### src/rtl/sat_dec_timer_bank_pkg.sv
`default_nettype none
// ============================================================================
// Module   : sat_dec_timer_bank_pkg
// Brief    : Shared constants and types for the saturating down-counter bank.
//            Optional feature macro used by the bank: SAT_DEC_TIMER_RELOAD_EN.
// Revision : 1.0 - initial release
// ============================================================================
package sat_dec_timer_bank_pkg;

    // Default geometry: 4-bit counts, 4 channels
    localparam int N_DEFAULT = 4;
    localparam int C_DEFAULT = 4;

    // Per-channel control bits sliced out of the packed strobe buses
    typedef struct packed {
        logic load;
        logic enable;
    } chan_ctrl_t;

    // Channel state at the default width (count register plus reload register)
    typedef struct packed {
        logic [N_DEFAULT-1:0] count;
        logic [N_DEFAULT-1:0] reload;
    } chan_state_t;

endpackage : sat_dec_timer_bank_pkg
`default_nettype wire

### src/rtl/sat_dec_channel.sv
`default_nettype none
// ============================================================================
// Module   : sat_dec_channel
// Brief    : One saturating down-counter: load, tick-gated decrement floored
//            at zero, zero flag and single-cycle expiry pulse. With
//            SAT_DEC_TIMER_RELOAD_EN defined, a reload register makes the
//            channel periodic.
// Revision : 1.0 - initial release
// ============================================================================
module sat_dec_channel
    import sat_dec_timer_bank_pkg::*;
#(
    parameter int N = N_DEFAULT
) (
    input  logic         clk,
    input  logic         rst,
    input  logic         i_tick,
    input  chan_ctrl_t   i_ctrl,
    input  logic [N-1:0] i_load_val,
    output logic [N-1:0] o_count,
    output logic         o_zero,
    output logic         o_expire
);

    localparam logic [N-1:0] C_ZERO = '0;
    localparam logic [N-1:0] C_ONE  = N'(1);

    logic [N-1:0] count_d, count_q;
    logic         expire_d, expire_q;
`ifdef SAT_DEC_TIMER_RELOAD_EN
    logic [N-1:0] reload_d, reload_q;
`endif

    // Next-state: load beats tick; decrement stops at zero; expiry only on 1->0
    always_comb begin
        count_d  = count_q;
        expire_d = 1'b0;
`ifdef SAT_DEC_TIMER_RELOAD_EN
        reload_d = reload_q;
`endif
        if (i_ctrl.load) begin
            count_d  = i_load_val;
`ifdef SAT_DEC_TIMER_RELOAD_EN
            reload_d = i_load_val;
`endif
        end else if (i_tick && i_ctrl.enable) begin
            if (count_q == C_ONE) begin
`ifdef SAT_DEC_TIMER_RELOAD_EN
                count_d = reload_q;
`else
                count_d = C_ZERO;
`endif
                expire_d = 1'b1;
            end else if (count_q != C_ZERO) begin
                count_d = count_q - C_ONE;
            end
        end
    end

    // State registers; reset aborts counting and drops any pending expiry
    always_ff @(posedge clk or posedge rst) begin
        if (rst) begin
            count_q  <= C_ZERO;
            expire_q <= 1'b0;
`ifdef SAT_DEC_TIMER_RELOAD_EN
            reload_q <= C_ZERO;
`endif
        end else begin
            count_q  <= count_d;
            expire_q <= expire_d;
`ifdef SAT_DEC_TIMER_RELOAD_EN
            reload_q <= reload_d;
`endif
        end
    end

    assign o_count  = count_q;
    assign o_zero   = (count_q == C_ZERO);
    assign o_expire = expire_q;

endmodule : sat_dec_channel
`default_nettype wire

### src/rtl/sat_dec_timer_bank.sv
`default_nettype none
// ============================================================================
// Module   : sat_dec_timer_bank
// Brief    : Bank of C independent N-bit saturating down-counters sharing one
//            tick strobe. Optional periodic reload under the macro
//            SAT_DEC_TIMER_RELOAD_EN (port list identical in both builds).
// Revision : 1.0 - initial release
// ============================================================================
module sat_dec_timer_bank
    import sat_dec_timer_bank_pkg::*;
#(
    parameter int N = N_DEFAULT,
    parameter int C = C_DEFAULT
) (
    input  logic           Clk,
    input  logic           Rst,
    input  logic           Tick,
    input  logic [C-1:0]   Enable,
    input  logic [C-1:0]   LoadEn,
    input  logic [C*N-1:0] LoadVal,
    output logic [C*N-1:0] Count,
    output logic [C-1:0]   Zero,
    output logic [C-1:0]   Expire
);

    // One channel per slice of the packed buses
    for (genvar gi = 0; gi < C; gi++) begin : g_chan
        chan_ctrl_t w_ctrl;

        assign w_ctrl.load   = LoadEn[gi];
        assign w_ctrl.enable = Enable[gi];

        sat_dec_channel #(
            .N (N)
        ) u_chan (
            .clk        (Clk),
            .rst        (Rst),
            .i_tick     (Tick),
            .i_ctrl     (w_ctrl),
            .i_load_val (LoadVal[gi*N +: N]),
            .o_count    (Count[gi*N +: N]),
            .o_zero     (Zero[gi]),
            .o_expire   (Expire[gi])
        );
    end : g_chan

endmodule : sat_dec_timer_bank
`default_nettype wire
### config.mk
export PLATFORM = sky130hd
export DESIGN_NAME = sat_dec_timer_bank
export DESIGN_NICKNAME = d
export VERILOG_FILES = /design/src/rtl/sat_dec_timer_bank_pkg.sv /design/src/rtl/sat_dec_channel.sv /design/src/rtl/sat_dec_timer_bank.sv
export SDC_FILE = /design/constraint.sdc
export NUM_CORES = 1
export LEC_CHECK = 0
export ABC_AREA = 1
export BUFFER_PORTS_ARGS = -buffer_cell sky130_fd_sc_hd__buf_2
export CAP_MARGIN = 0
export CELL_PAD_IN_SITES_DETAIL_PLACEMENT = 2
export CELL_PAD_IN_SITES_GLOBAL_PLACEMENT = 2
export CORE_MARGIN = 2
export CORE_UTILIZATION = 27
export CTS_BUF_LIST = sky130_fd_sc_hd__clkbuf_8 sky130_fd_sc_hd__clkbuf_16
export DETAILED_ROUTE_END_ITERATION = 6
export PLACE_DENSITY = 0.78
export SLEW_MARGIN = 0
export SYNTH_ARGS = -nofsm -noshare
export SYNTH_HDL_FRONTEND = slang
export SYNTH_SLANG_ARGS = --single-unit
export TNS_END_PERCENT = 50
### constraint.sdc
create_clock -name Clk -period 1.51 [get_ports Clk]
set_input_delay 0.151 -clock Clk [delete_from_list [all_inputs] [get_ports Clk]]
set_output_delay 0.151 -clock Clk [all_outputs]
set_load 0.01 [all_outputs]
* After elaboration in Yosys (flattened, before gate mapping) *
Cells that the tools add are included.

word-level totals
  flip-flop bits (word level) = 20
  output and inout port bits = 24

cells by class
  add/subtract/negate cells = 4
  equal/unequal tests = 4
  multiplexer cells = 28
  reductions and logical operators = 24

operators by type and width
  kind                   number
  $mux W4                16
  $eq A4 B1 Y1 const B   4
  $logic_not A4 Y1       4
  $reduce_bool A4 Y1     4
  $sub A4 B1 Y4 const B  4
  $mux W1                12
  $reduce_bool A3 Y1     4
  $reduce_and A2 Y1      4
  $reduce_bool A2 Y1     4
  $logic_and A1 B1 Y1    4

* Longest topological paths before layout *
  depth after elaboration = 5
  gate-level depth with buffers = 8
  mapped depth without buffers = 8

* By module *
Synthesis repeated with hierarchy kept, for this count alone.

second synthesis, totals
  cells, all modules = 184
  area, all modules = 1366.3 um2

by module, submodules not included
  module           instances  cells an instance  area each (um2)  sequential area each (um2)
  sat_dec_channel  4          46                 341.6            125.1

* Worst setup path after synthesis *
Ideal clock, no wire load.

  path kind = flip-flop to flip-flop
  from = reg g_chan[1].u_chan.count_q[1]
  to = reg g_chan[1].u_chan.count_q[1]
  library setup time = 122 ps
  data arrival time = 1104 ps
  data required time = 1388 ps
  slack = 284 ps
  cell stages (with the launch flop) = 9
  cell sequence = dfrtp_1 > inv_1 > ha_1 > inv_1 > nand3_2 > nand2_4 > nand2_2 > nand2_1 > o21ai_2

between the ends
  cells in the longest elaborated chain, start to end = 5
  elaborated cells on any way between the ends = 9
  those cells by class = add/sub (1); eq/ne (1); mux (4); reduce/logical (3)

ends and longest elaborated chain
  what                      line                   RTL
  start: declaration        sat_dec_channel.sv:28  logic [N-1:0] count_d, count_q;
  start signal: assignment  sat_dec_channel.sv:69  count_q <= count_d;
  $sub A4 B1 Y4             sat_dec_channel.sv:55  count_d = count_q - C_ONE;
  $mux W4                   sat_dec_channel.sv:54  end else if (count_q != C_ZERO) begin
  $mux W4                   sat_dec_channel.sv:47  if (count_q == C_ONE) begin
  $mux W4                   sat_dec_channel.sv:46  end else if (i_tick && i_ctrl.enable) begin
  $mux W4                   sat_dec_channel.sv:41  if (i_ctrl.load) begin

Several ways; a longest one is shown, not always the timed one. The select of a mux whose other input is x is not followed.
A chain may end at the register's enable or synchronous reset.

* Worst setup path in the final report *
  from = reg g_chan[1].u_chan.count_q[1]
  to = out Zero[1]

between the ends
  cells in the longest elaborated chain, start to end = 1

ends and longest elaborated chain
  what              line                      RTL
  $logic_not A4 Y1  sat_dec_channel.sv:78     assign o_zero = (count_q == C_ZERO);
  end: declaration  sat_dec_timer_bank.sv:22  output logic [C-1:0] Zero,

Every way passes these cells.

==> results.json <==
{
  "status": "completed",
  "reg2reg_depth": 8,
  "hold_viol": 0,
  "ir_drop_mv": 0.3463,
  "synth.distinct_cells": 19,
  "globalplace.congestion": 0.7613,
  "r2r-end": "g_chan[2].u_chan.o_count[1]$_DFFE_PP0P_",
  "placed_area_mm2": 0.001749,
  "relSlewSlack": 0.8093,
  "finalCritPeriodShare": 0.9443,
  "yosys_warnings": 0,
  "place_inst": 302,
  "cts_buffer_depth": 2,
  "area_growth_pct": 32.73,
  "hold_path_class": "in2reg",
  "cts_root_buf": "clkbuf_8",
  "antenna_found_initial": 0,
  "tritoncts": "yes",
  "setup_ws_ns": 0.08411,
  "max_cap_violations": 0,
  "layout_min_cycle_time_ns": 1.426,
  "syn_area_mm2": 0.001464,
  "cp_slowest_cell": "dfrtp_1",
  "fmax_ghz": 0.7013,
  "drive_above_1_share": 0.4355,
  "critical-path-top-delay-family": "flip-flops",
  "reg2reg_from": "g_chan[2].u_chan.o_count[0]$_DFFE_PP0P_",
  "start_util": 0.2830,
  "worst_setup_path_end_kind": "output port",
  "fillCellCount": 615,
  "layout.cells.non_filler": 318,
  "path_class": "reg2out",
  "ys_ff_latch": 20,
  "hold_depth": 3,
  "grt_pass1_wl_um": 7203,
  "synth_cells": 189,
  "die_area_mm2": 0.006027,
  "grt_max_degree": 21,
  "clk_latency_ns": 0.27,
  "fp-row-count": 26,
  "cp_num_buf_inv": 2,
  "drtIter0Drc": 18,
  "worst_pin_slew_ns": 0.2861,
  "port_buffers": 50,
  "wl_per_cell_um": 13.57,
  "die_x_um": 77.64,
  "cts_htree_levels": 1,
  "cts.sinks": 20,
  "critical_path_arrival_ns": 1.27,
  "slew_violations": 0,
  "powerDensity_mw_per_mm2": 953.6,
  "synth_nets": 228,
  "drtAntennaViolNets": 0,
  "fin_area_mm2": 0.001943,
  "detail_route.first_pass.iterations": 4,
  "cp.required_ns": 1.36,
  "pre_cts_ws_ns": 0.1709,
  "path_cells": "inv_2 -> ha_2 -> nor3b_1 -> buf_2",
  "slowest_delay_ns": 0.39,
  "avgSynthCellArea_um2": 7.746,
  "cp-start-kind": "register",
  "drc": 0,
  "gr-total-overflow": 0,
  "die_h_um": 77.64,
  "skew_ns": 0.005283,
  "p_leak_uw": 0.001035,
  "dpl.hpwl_um": 3264,
  "yosys.area.top_type_share": 0.3419,
  "clk_pin_slew_ns": 0.09,
  "ios": 51,
  "nets": 288,
  "path_max_fanout": 4,
  "finalWirelength_um": 4315,
  "grt_pass1_vias": 1503,
  "synth_largest_area_cell": "dfrtp_1",
  "min-delay-start": "LoadVal[10]",
  "rrSetupSlack_ns": 0.11,
  "synth_area_leaders": "dfrtp_1, nand2_1, ha_1",
  "ys_seq_area_frac": 0.3419,
  "vias_per_cell": 4.487,
  "cts_buffers": 3,
  "core_area_mm2": 0.005172,
  "num_antenna_cells": 0,
  "min_to": "g_chan[2].u_chan.o_count[2]$_DFFE_PP0P_",
  "grt.total_usage": 0.1517,
  "vias": 1427,
  "setup_viol": 0
}
[per-stage QoR]
stage | util | total power [uW] | setup TNS [ns] | hold slack [ns]
5_1_grt | 0.3757 | 2018 | -0.004650 | 0.1010
4_1_cts | 0.3549 | 1802 | 0 | 0.09196
3_5_place_dp | 0.3382 | 1320 | 0 | 0.2126
3_3_place_gp | 0.3382 | 1298 | 0 | 0.2100
2_1_floorplan | - | 1101 | 0 | 0.1148
6_report | 0.3757 | 1853 | 0 | 0.09448
[what timing repair did]
item / CTS / global route
pin swaps: 0 / 0
hold buffers: 1 / 0
setup endpoints to repair: 4 / 4
hold endpoints to repair: 20 / 0
buffers inserted: 2 / 9
gates resized for setup: 9 / 11
[worst max-delay path by stage]
stage,slack [ns],start,to,cells past startpoint
2_1_floorplan,0.28,g_chan[1].u_chan.o_count[1]$_DFFE_PP0P_,g_chan[1].u_chan.o_count[1]$_DFFE_PP0P_,8
3_3_place_gp,0.21,g_chan[0].u_chan.o_count[1]$_DFFE_PP0P_,g_chan[0].u_chan.o_count[0]$_DFFE_PP0P_,8
3_5_place_dp,0.17,g_chan[2].u_chan.o_count[1]$_DFFE_PP0P_,g_chan[2].u_chan.o_count[0]$_DFFE_PP0P_,8
4_1_cts,0.0003,g_chan[3].u_chan.o_count[1]$_DFFE_PP0P_,Zero[3],4
5_1_grt,-0.005,g_chan[3].u_chan.o_count[0]$_DFFE_PP0P_,Zero[3],4
6_report,0.08,g_chan[1].u_chan.o_count[1]$_DFFE_PP0P_,Zero[1],4
[final cells by class]
class,instances,area (um2),share of cell area
repair buffers,63,350.3,0.1803
clock buffers,4,55.05,0.02833
inverters,21,81.33,0.04185
multi-input cells,140,865.8,0.4456
flip-flops and latches,20,503.0,0.2589
well taps,70,87.58,0.04507
[cells in the mapped netlist, drive strengths merged]
cell	count
o21ai	8
nor3	4
nand2	64
buf	8
nor3b	4
ha	12
dfrtp	20
inv	21
nand3b	4
nor2	12
nand3	28
xor2	4
[placed cells by master, fill, tap and decap left out, drive strengths merged]
master | netlist | routed
dlygate4sd3 | 0 | 1
buf | 8 | 62
nand3 | 28 | 28
clkbuf | 0 | 4
nand2 | 64 | 64
nor3 | 4 | 4
nand3b | 4 | 4
o21ai | 8 | 8
inv | 21 | 21
xor2 | 4 | 4
dfrtp | 20 | 20
ha | 12 | 12
nor3b | 4 | 4
nor2 | 12 | 12
[logic make-up after synthesis]
group,after synthesis,synth area share
buf+inv,29,0.09488
compound gates,8,0.03504
flops,20,0.3419
simple gates,116,0.4017
fa+ha+maj,12,0.1026
xor+xnor,4,0.02393
[layer usage]
layer / up-vias / GRT usage / wire [um]
met5: - / 0 / 0
met4: 0 / 0.05357 / 66
met3: 5 / 0.01628 / 159
met2: 33 / 0.2414 / 2112
met1: 675 / 0.2123 / 1976
li1: 714 / - / -
[registers in the layout, summed over array words and instances (netlist names)]
register and flops:
g_chan.u_chan.o_expire 4, g_chan.u_chan.o_count 16
[worst min-delay path, cell delays in order]
cell and delay [ns]:
buf_2 0.08, nand2_1 0.04, nand3_1 0.07
[power by group]
group / internal (uW) / switching (uW)
logic: 328 / 398
registers: 601 / 89.3
clock network: 233 / 204
Note: power is estimated with default switching activity, not from simulation.
